File: src/rtl/bigreg_poll_ctrl.sv
// Sequences read-out of one PS_BIGREG group: wait for VALID, read SAMPLES entries,
// clear the group's fresh bits, then present the assembled register to the consumer.
module bigreg_poll_ctrl #(
    parameter int MEM_SIZE      = 256,
    parameter int WD_DATA_WIDTH = 16,
    parameter int BASE_ID       = 33,
    parameter int SAMPLES       = 16
) (
    input  logic                               clk,
    input  logic                               rst,
    input  logic [MEM_SIZE-1:0]                fresh_bits,
    output logic                               rd_en,
    output logic [$clog2(MEM_SIZE)-1:0]        rd_id,
    input  logic [WD_DATA_WIDTH-1:0]           rd_data,
    output logic                               clr_en,
    output logic [$clog2(MEM_SIZE)-1:0]        clr_id,
    output logic                               busy,
    output logic [SAMPLES*WD_DATA_WIDTH-1:0]   data_out,
    output logic                               valid_out,
    input  logic                               ready_in,
    output logic                               partial
);

    localparam int IDW      = $clog2(MEM_SIZE);
    localparam int CW       = $clog2(SAMPLES + 1);
    localparam int VALID_ID = BASE_ID + SAMPLES;
    localparam int DW       = SAMPLES * WD_DATA_WIDTH;

    if (VALID_ID >= MEM_SIZE) begin : g_bad_valid_id
        $error("bigreg_poll_ctrl: BASE_ID+SAMPLES must be below MEM_SIZE");
    end

    typedef enum logic [1:0] {IDLE, READ, CLEAR, OUT} state_t;

    state_t          state, state_nxt;
    logic [CW-1:0]   cnt, cnt_nxt;
    logic            last;
    logic [IDW-1:0]  grp_id;
    logic            acc;
    logic [DW-1:0]   asm_reg;

    assign last      = (cnt == CW'(SAMPLES));
    assign grp_id    = IDW'(BASE_ID) + IDW'(cnt);
    assign busy      = (state != IDLE);
    assign valid_out = (state == OUT);

    always_comb begin
        state_nxt = state;
        cnt_nxt   = cnt;
        rd_en     = 1'b0;
        rd_id     = '0;
        clr_en    = 1'b0;
        clr_id    = '0;
        case (state)
            IDLE: begin
                if (fresh_bits[VALID_ID]) begin
                    state_nxt = READ;
                    cnt_nxt   = '0;
                end
            end
            READ: begin
                if (last) begin
                    state_nxt = CLEAR;
                    cnt_nxt   = '0;
                end else begin
                    rd_en   = 1'b1;
                    rd_id   = grp_id;
                    cnt_nxt = cnt + CW'(1);
                end
            end
            CLEAR: begin
                clr_en = 1'b1;
                clr_id = grp_id;
                if (last) begin
                    state_nxt = OUT;
                    cnt_nxt   = '0;
                end else begin
                    cnt_nxt = cnt + CW'(1);
                end
            end
            OUT: begin
                if (ready_in) state_nxt = IDLE;
            end
            default: state_nxt = IDLE;
        endcase
    end

    always_ff @(posedge clk or posedge rst) begin
        if (rst) begin
            state <= IDLE;
            cnt   <= '0;
        end else begin
            state <= state_nxt;
            cnt   <= cnt_nxt;
        end
    end

    // Read data trails rd_en by one cycle, so word cnt-1 is captured at cnt.
    always_ff @(posedge clk or posedge rst) begin
        if (rst) begin
            acc      <= 1'b0;
            asm_reg  <= '0;
            data_out <= '0;
            partial  <= 1'b0;
        end else begin
            case (state)
                IDLE: begin
                    if (fresh_bits[VALID_ID]) acc <= 1'b0;
                end
                READ: begin
                    if (!last) acc <= acc | ~fresh_bits[grp_id];
                    if (cnt != '0)
                        asm_reg[WD_DATA_WIDTH*(int'(cnt)-1) +: WD_DATA_WIDTH] <= rd_data;
                end
                CLEAR: begin
                    if (last) begin
                        data_out <= asm_reg;
                        partial  <= acc;
                    end
                end
                default: ;
            endcase
        end
    end

endmodule

File: config.mk
export PLATFORM = sky130hd
export DESIGN_NAME = bigreg_poll_ctrl
export DESIGN_NICKNAME = d
export VERILOG_FILES = /design/src/rtl/bigreg_poll_ctrl.sv
export SDC_FILE = /design/constraint.sdc
export NUM_CORES = 1
export LEC_CHECK = 0
export CELL_PAD_IN_SITES_DETAIL_PLACEMENT = 1
export CELL_PAD_IN_SITES_GLOBAL_PLACEMENT = 2
export CORE_ASPECT_RATIO = 0.8
export CORE_UTILIZATION = 35
export CTS_CLUSTER_SIZE = 14
export DETAILED_ROUTE_END_ITERATION = 8
export PLACE_DENSITY_LB_ADDON = 0.05
export SLEW_MARGIN = 20
export SYNTH_ARGS = -nofsm -noshare
export SYNTH_HDL_FRONTEND = slang
export SYNTH_SLANG_ARGS = --single-unit
File: constraint.sdc
create_clock -name clk -period 27.5 [get_ports clk]
set_input_delay 5.5 -clock clk [delete_from_list [all_inputs] [get_ports clk]]
set_output_delay 5.5 -clock clk [all_outputs]
set_load 0.05 [all_outputs]
; Word level (Yosys, flattened, before mapping)
; Cells that the tools add are included.
[totals]
inputBits = 275
mem_bits_ro = 0
latch_bits = 0
wordCells = 55
regBits = 521
n_memories = 0
ram_bits = 0
[classes]
add_sub_neg = 4
bitwise = 2
reduce_logical = 11
n_eq_ne = 9
n_mux = 20
n_mul = 0
n_lt_le_gt_ge = 1
n_div = 0
n_shift = 2
[op_table]
columns = operator, n
row1 = $bwmux W256, 1
row2 = $shift A16 B33 Y256 const A, 1
row3 = $shiftx A16 B33 Y256, 1
row4 = $neg A10 Y33, 1
row5 = $mux W7, 3
row6 = $mux W5, 2
row7 = $pmux W5 S2, 1
row8 = $lt A7 B9 Y1 const B, 1
row9 = $bmux W1 S8, 1
row10 = $mux W2, 4
row11 = $ne A2 B2 Y1 const B, 4
row12 = $pmux W2 S4, 1
row13 = $add A6 B5 Y7 const A, 1
row14 = $mux W1, 6
row15 = $reduce_and A2 Y1, 3
row16 = $reduce_bool A2 Y1, 3
row17 = $sub A5 B1 Y6 const B, 1
row18 = $add A5 B1 Y5 const B, 1
row19 = $eq A5 B5 Y1 const B, 1
row20 = $reduce_bool A5 Y1, 1
row21 = $eq A2 B2 Y1 const B, 2
row22 = $reduce_and A4 Y1, 1
row23 = $reduce_and A3 Y1, 1
row24 = $eq A2 B1 Y1 const B, 1
row25 = 6 further kinds, 6

; Logic depth before layout (Yosys ltp)
; Gate-level depths: netlist of run 1.
[logic_depth]
ltp_word = 7
ltp_mapped = 16

; Worst setup path before layout of run 1
; OpenSTA, ideal clock, no wires.
[synth_timing]
path_type = register to output
start = register cnt[2]
end = output rd_id[2]
required_time_ns = 22.000
stages_incl_launch_ff = 6
path_slack_ns = 19.562
path_buffers = 3
arrival_time_ns = 2.438
path_cell_list = dfrtp_1 clkbuf_1 clkbuf_1 xor2_1 clkbuf_1 nor2b_1
[synth_via]
elab_chain_cells = 3
elab_cells_between_ends = 4
cone_classes = add/sub: 1 / eq/ne: 1 / mux: 2
[synth_lines]
columns = item, line
row1 = start: declaration, 36  ; logic [CW-1:0] cnt, cnt_nxt;
row2 = start signal: assignment, 94  ; cnt <= cnt_nxt;
row3 = $add A6 B5 Y7 / $eq A5 B5 Y1 (equally long branches), "43, 42"
row4 = $mux W7 *, 62  ; if (last) begin
row5 = $mux W7 *, 54  ; case (state)
row6 = end: declaration, 13  ; output logic [$clog2(MEM_SIZE)-1:0] rd_id,
; Every way passes the cells marked *; elsewhere a longest branch is shown, timed or not.

; Final worst setup path of run 1
[layout_timing]
start = register cnt[3]
end = output rd_id[4]
; The elaborated chain is that of the path after synthesis.

==> summary.md, run 1 <==
Drt
- 22.7 um — average wire length per cell after detail routing
- 4.91 — via/cell ratio
- 58,600 um — total wire length after detailed routing
- 12,692 — routed via count
- 6 — detailed-routing iteration count for the pre-antenna-repair pass
- 457 — count of routing violations after the opening detailed-route iteration
- 0 — Remaining DRCs
- 0 — post-route antenna net violation count

CTS
- 0 — post-cts gate resize count
- 0 — setup repair bufs after CTS
- 2 — maximum level of the CTS H-tree
- 521 — CTS sink cnt
- 0.61 ns — worst-skew pair later-pin latency
- 0.06 ns — clock-pin slew on the worst setup and hold paths
- 3 — maximum buffer depth of the clock tree
- 0 — quantity of hold-fixing buffers added after cts
- clkbuf_16 — cell at the root of the clock tree
- done — clock tree from TritonCTS
- 55 — Inserted Clock Buffers

Worst setup path
- flip-flops — family with the most delay on the worst path
- 22.00 ns — required time worst endpoint
- 1 — count of buffering cells on the critical path with inverters included
- flip-flop — nature of the critical path startpoint
- primary output — kind of end point of the critical path
- flip-flop to primary output — Crit Path Category
- 3.14 ns — Data arrival, critical path
- and3_1 -> xnor2_1 -> nor2_1 -> clkdlybuf4s50_1 — crit path cell chain
- 19 — largest fanout on the critical path
- dfrtp_1 — critical path's slowest cell
- 0.87 ns — delay contributed by the slowest stage of the critical path

Yosys
- 61.0% — register area share after synthesis
- dfrtp_1, mux2_2, nor4_4 — leading post-synthesis cells by cell area
- 0 — Post-synth EDFFs
- 15.3 um^2 — Synth Area per Inst
- dfrtp_1 — Synth area leader
- 521 — count of state elements after synthesis
- dfrtp_1 — leading register cell type out of synthesis
- 0.0214 mm^2 — netlist area before placement
- 54 — distinct cell type count after synthesis
- 1,399 — number of standard cells after synthesis
- 61.0% — area share of the largest cell type after synthesis
- 100% — async set-or-reset flop fraction in the synthesized netlist
- 0 — synthesis warning total

STA
- 8.64 ns — final critical delay including setup and external delays
- 0 ns — setup TNS
- 25.4% — Max transition margin
- 1.12 ns — slew at the pin closest to its max-slew limit
- no — RSZ-0062 raised after global routing
- 0 — final setup fails
- 0.0252 ns — final clock skew
- 18.86 ns — worst setup margin
- 0.490 ns — hold slack final
- 0 — final number of hold-violating endpoints
- 116 MHz — upper clock frequency limit
- 31.4% — final worst-path cycle share
- 0 — final-report max-slew violation count

Floorplanning
- 278 um — die width
- 223 um — Chip Height
- 0.0620 mm^2 — die area
- 552 — I/O pin total
- 35.6% — initial core utilization
- 80 — number of rows in the core area
- 0.0600 mm^2 — placeable core area

Placement
- 2,483 — Placed Instances
- 0.720 — GP Congestion
- 344 — count of buffers inserted at the top-level ports
- 40,000 um — estimated wirelength of the detail-placed design
- 18.85 ns — pre-CTS worst setup slack

Global route
- 19.2% — GRT Overall Usage
- 98 — pin count of the biggest net entering global routing
- 89,800 um — first-pass GRT wire length
- 4 — initial antenna violation count
- 0 — remaining global-route overflow
- 13,767 — via count of the first global-routing pass

Power
- 2.31 mW — total design power
- 83.3 mW/mm^2 — power density of the placed cells
- 12.1 nW — static leakage power
- 59.9 uV — maximum resistive drop on vdd

Layout
- 37.7% — proportion of layout cells with a drive suffix above 1
- 29.6% — area grow syn2layout
- 2,586 — fin cells
- 2,052 — nets@finish

Run status
- complete, no violations — run status

Worst hold path
- flip-flop to flip-flop — path type of the worst min-delay path

Flow run
- 0 — max_cap viols

-- cells by family (layout without fill, tap and decap cells) --
logic type / Yosys count / count (layout) / share of synthesized area, %
buffers and inverters: 87 / 493 / 2.04
flip-flops: 521 / 521 / 61.0
other: 1 / 3 / 0.0176
AND/OR/NAND/NOR: 202 / 202 / 6.01
AO/OA/AOI/OAI: 31 / 31 / 1.00
adder cells (fa/ha/maj): 15 / 15 / 0.879
XOR/XNOR: 7 / 7 / 0.322
multiplexers: 535 / 535 / 28.7
-- cells in the final DEF, fill, tap and decap left out, types with 10 or more instances in the layout --
cell / count
clkdlybuf4s50_1: 344
clkbuf_16: 57
ha_1: 15
nor4_4: 15
dfrtp_1: 521
mux2_2: 513
nand2b_1: 21
nor2b_1: 26
nand2_1: 19
nor2_1: 76
clkbuf_8: 22
buf_4: 30
mux4_2: 10
inv_1: 13
-- per-layer routing --
metal	wire length, um	global-route usage [%]	vias to the layer above
li1	-	-	5685
met1	27500	27.3	6677
met2	26900	29.7	260
met3	3340	4.72	70
met4	924	3.99	0
met5	0	0	-
-- cells in the mapped netlist (2+ instances only) --
master / count
dfrtp_1: 521
and4b_1: 2
o31ai_1: 2
o21ai_0: 9
mux4_2: 10
nand2_1: 20
o221ai_1: 2
mux2_2: 513
nor4_4: 15
buf_2: 4
buf_1: 5
clkbuf_1: 45
nand3_2: 4
and3_1: 4
a21oi_1: 4
xor2_1: 3
ha_1: 15
mux2i_1: 8
and2_1: 4
nand4b_1: 2
nor2b_1: 26
mux2_1: 4
or2_2: 4
o22ai_1: 2
a22o_1: 2
buf_6: 10
xnor2_1: 3
nor2_1: 76
buf_4: 8
nand2b_1: 21
a31oi_1: 3
nor3_1: 9
a22oi_1: 2
nand3_1: 4
inv_1: 14
-- area by class of cell --
cell class / instances / area, um^2
well taps: 779 / 975
multi-input cells: 792 / 7930
repair buffers: 377 / 3720
flip-flops and latches: 521 / 13000
clock buffers: 88 / 1760
fillers: 5887 / 32300
inverters: 15 / 63.8
clock inverters: 13 / 190
diodes: 1 / 2.50
-- worst register-to-register path: stages (launching register included) --
cell and delay (ns):
dfrtp_1 0.48, inv_1 0.12, ha_1 0.32, buf_4 0.28, nand2_1 0.09, buf_4 0.25, nor3_1 0.40, ha_1 0.19
buf_4 0.36, or4b_1 0.49, or4_4 0.54, a211oi_2 0.46, nand3_2 0.25, nor4_4 0.31, buf_4 0.36, mux2_2 0.39
-- worst paths after layout --
path	slack (ns)	from	end	depth (start not counted)
setup / recovery	18.86	cnt[3]	rd_id[4]	4
hold / removal	0.49	asm_reg[102]	asm_reg[102]	1
setup reg to reg	22.11	cnt[1]	asm_reg[65]	15
hold reg to reg	0.49	asm_reg[102]	asm_reg[102]	1
max in group asynchronous	19.71	rst	asm_reg[176]	4
min in group asynchronous	5.43	rst	data_out[124]	2
-- report_power, final --
part | switching, mW | internal (mW)
clock | 0.312 | 0.476
combinational | 0.474 | 0.205
sequential | 0.0320 | 0.808
total | 0.817 | 1.49
-- metrics by stage --
step	instance area (um^2)	util, %
global route	27700	46.2
floorplan	21400	-
detailed placement	25700	42.8
CTS	27600	46.1
global placement	25700	42.8
finish	27700	46.2
Power figures use the tool's default switching activity.
==> run 2, diff against run 1 <==
Settings changed: CORE_UTILIZATION 35 to 30.
Clock period 27.5 ns to 7.1 ns, I/O delays scaled along.
==> summary.md, run 2 (synthesis gave the netlist of run 1 again) <==
Run status
- complete, no violations — run status

Worst setup path
- flip-flop — nature of the critical path startpoint
- 7.57 ns — required time worst endpoint, -14.43 ns
- asm_reg[73] — Worst R2R End
- 5.71 ns — Data arrival, critical path, +2.57 ns
- cnt[1] — launch point of the worst reg-to-reg path
- flip-flop to flip-flop — Crit Path Category
- 36 — largest fanout on the critical path, +17
- 15 — FF-to-FF path depth, unchanged
- 1.86 ns — internal reg-to-reg setup slack, -20.25 ns
- flip-flop — kind of end point of the critical path

Worst hold path
- asm_reg[100] — worst hold endpoint
- asm_reg[100] — worst hold start
- 1 — hold depth, unchanged
- flip-flop to flip-flop — path type of the worst min-delay path

Drt
- 6 — detailed-routing iteration count for the pre-antenna-repair pass, unchanged
- 22.3 um — average wire length per cell after detail routing, -1.5%
- 4.64 — via/cell ratio, -5.5%
- 0 — Remaining DRCs, unchanged
- 0 — post-route antenna net violation count, unchanged
- 12,702 — routed via count, +0.079%
- 61,200 um — total wire length after detailed routing, +4.3%
- 342 — count of routing violations after the opening detailed-route iteration, -25%

CTS
- 521 — CTS sink cnt, unchanged
- 0 — quantity of hold-fixing buffers added after cts, unchanged
- 2 — maximum level of the CTS H-tree, unchanged
- clkbuf_16 — cell at the root of the clock tree
- 0.60 ns — worst-skew pair later-pin latency, about the same
- 0 — post-cts gate resize count, unchanged
- 0.06 ns — clock-pin slew on the worst setup and hold paths, about the same
- 3 — maximum buffer depth of the clock tree, unchanged
- 56 — Inserted Clock Buffers, +1.8%
- done — clock tree from TritonCTS
- 0 — setup repair bufs after CTS, unchanged

Floorplanning
- 300 um — die width, +8.0%
- 87 — number of rows in the core area, +8.8%
- 0.0704 mm^2 — placeable core area, +17%
- 30.3% — initial core utilization, -5.3 points
- 241 um — Chip Height, +7.9%
- 0.0723 mm^2 — die area, +17%
- 552 — I/O pin total, unchanged

STA
- 0 ns — setup TNS, unchanged
- 1.12 ns — slew at the pin closest to its max-slew limit, +0.00347 ns
- 5.24 ns — final critical delay including setup and external delays
- 0 — final-report max-slew violation count, unchanged
- 191 MHz — upper clock frequency limit
- 0.0190 ns — final clock skew, -0.00626 ns
- 0 — final setup fails, unchanged
- 25.2% — Max transition margin, -0.23 points
- no — RSZ-0062 raised after global routing
- 73.8% — final worst-path cycle share
- 0.486 ns — hold slack final, -0.00325 ns
- 0 — final number of hold-violating endpoints, unchanged

Global route
- 192 — pin count of the biggest net entering global routing, +96%
- 4 — initial antenna violation count, unchanged
- 14,009 — via count of the first global-routing pass, +1.8%
- 93,100 um — first-pass GRT wire length, +3.7%
- 17.2% — GRT Overall Usage, -2.0 points
- 0 — remaining global-route overflow, unchanged

Layout
- dfrtp_1 — most frequent standard cell in the layout excluding fill and tap cells
- 30.0% — area grow syn2layout
- 36.9% — proportion of layout cells with a drive suffix above 1, -0.71 points
- dfrtp_1, mux2_2, clkdlybuf4s50_1 — most frequent cells in the layout
- 2,051 — nets@finish, -0.049%

Placement
- 344 — count of buffers inserted at the top-level ports, unchanged
- 0.733 — GP Congestion, +1.8%
- 40,800 um — estimated wirelength of the detail-placed design, +2.2%

Power
- 319 mW/mm^2 — power density of the placed cells, +280%
- 12.1 nW — static leakage power, -0.59%
- 158 uV — maximum resistive drop on vdd, +160%

Flow run
- 0 — max_cap viols, unchanged

run 2: final cells by class:
cell class,count,area [um^2]
clock inverters,8,109
fillers,7114,42700
well taps,934,1170
clock buffers,92,1720
repair buffers,375,3750
diodes,1,2.50
multi-input cells,792,7920
flip-flops and latches,521,13000
inverters,15,60.1
run 2: worst max-delay path by stage:
stage	to	depth (start not counted)	startpoint	slack, ns
after floorplan	acc	1	rst	-1.40
after global placement	asm_reg[71]	15	cnt[1]	1.86
after detailed placement	asm_reg[32]	15	cnt[1]	1.82
after CTS	asm_reg[45]	15	cnt[1]	1.80
after global routing	asm_reg[44]	15	cnt[1]	1.47
final	asm_reg[73]	15	cnt[1]	1.86
run 2: routing by layer:
layer / GRT usage, % / wire length (um) / vias up
met1: 24.2 / 28600 / 6693
met2: 27.1 / 28400 / 261
met3: 3.96 / 3250 / 73
met4: 3.79 / 966 / 0
li1: - / - / 5675
met5: 0 / 0 / -
run 2: worst max-delay path: stages (launching register included):
cell,delay (ns)
dfrtp_1,0.46
inv_1,0.12
ha_1,0.27
nor4_1,0.28
nand2_1,0.10
o21a_1,0.16
nor3_1,0.32
ha_1,0.18
buf_4,0.37
or4b_1,0.50
or4_4,0.54
a211oi_2,0.49
nand3_2,0.27
nor4_4,0.33
buf_4,0.35
mux2_2,0.38
run 2: power breakdown:
part           switching, mW  internal, mW
combinational           1.88         0.798
clock                   1.20          1.71
sequential             0.122          3.13
total                   3.20          5.64
run 2: per-stage QoR:
step                      instance area [um^2]  power (mW)  utilization (%)  setup WS (ns)  std cells
after global routing                     27800        9.32             39.4           1.47       2737
after global placement                   25900        6.01             36.8           1.86       2635
final                                    27800        8.84             39.4           1.86       2738
after detailed placement                 25900        6.04             36.8           1.82       2635
after CTS                                27700        9.04             39.3           1.80       2735
after floorplan                          21400        5.01                -          -1.40       1400
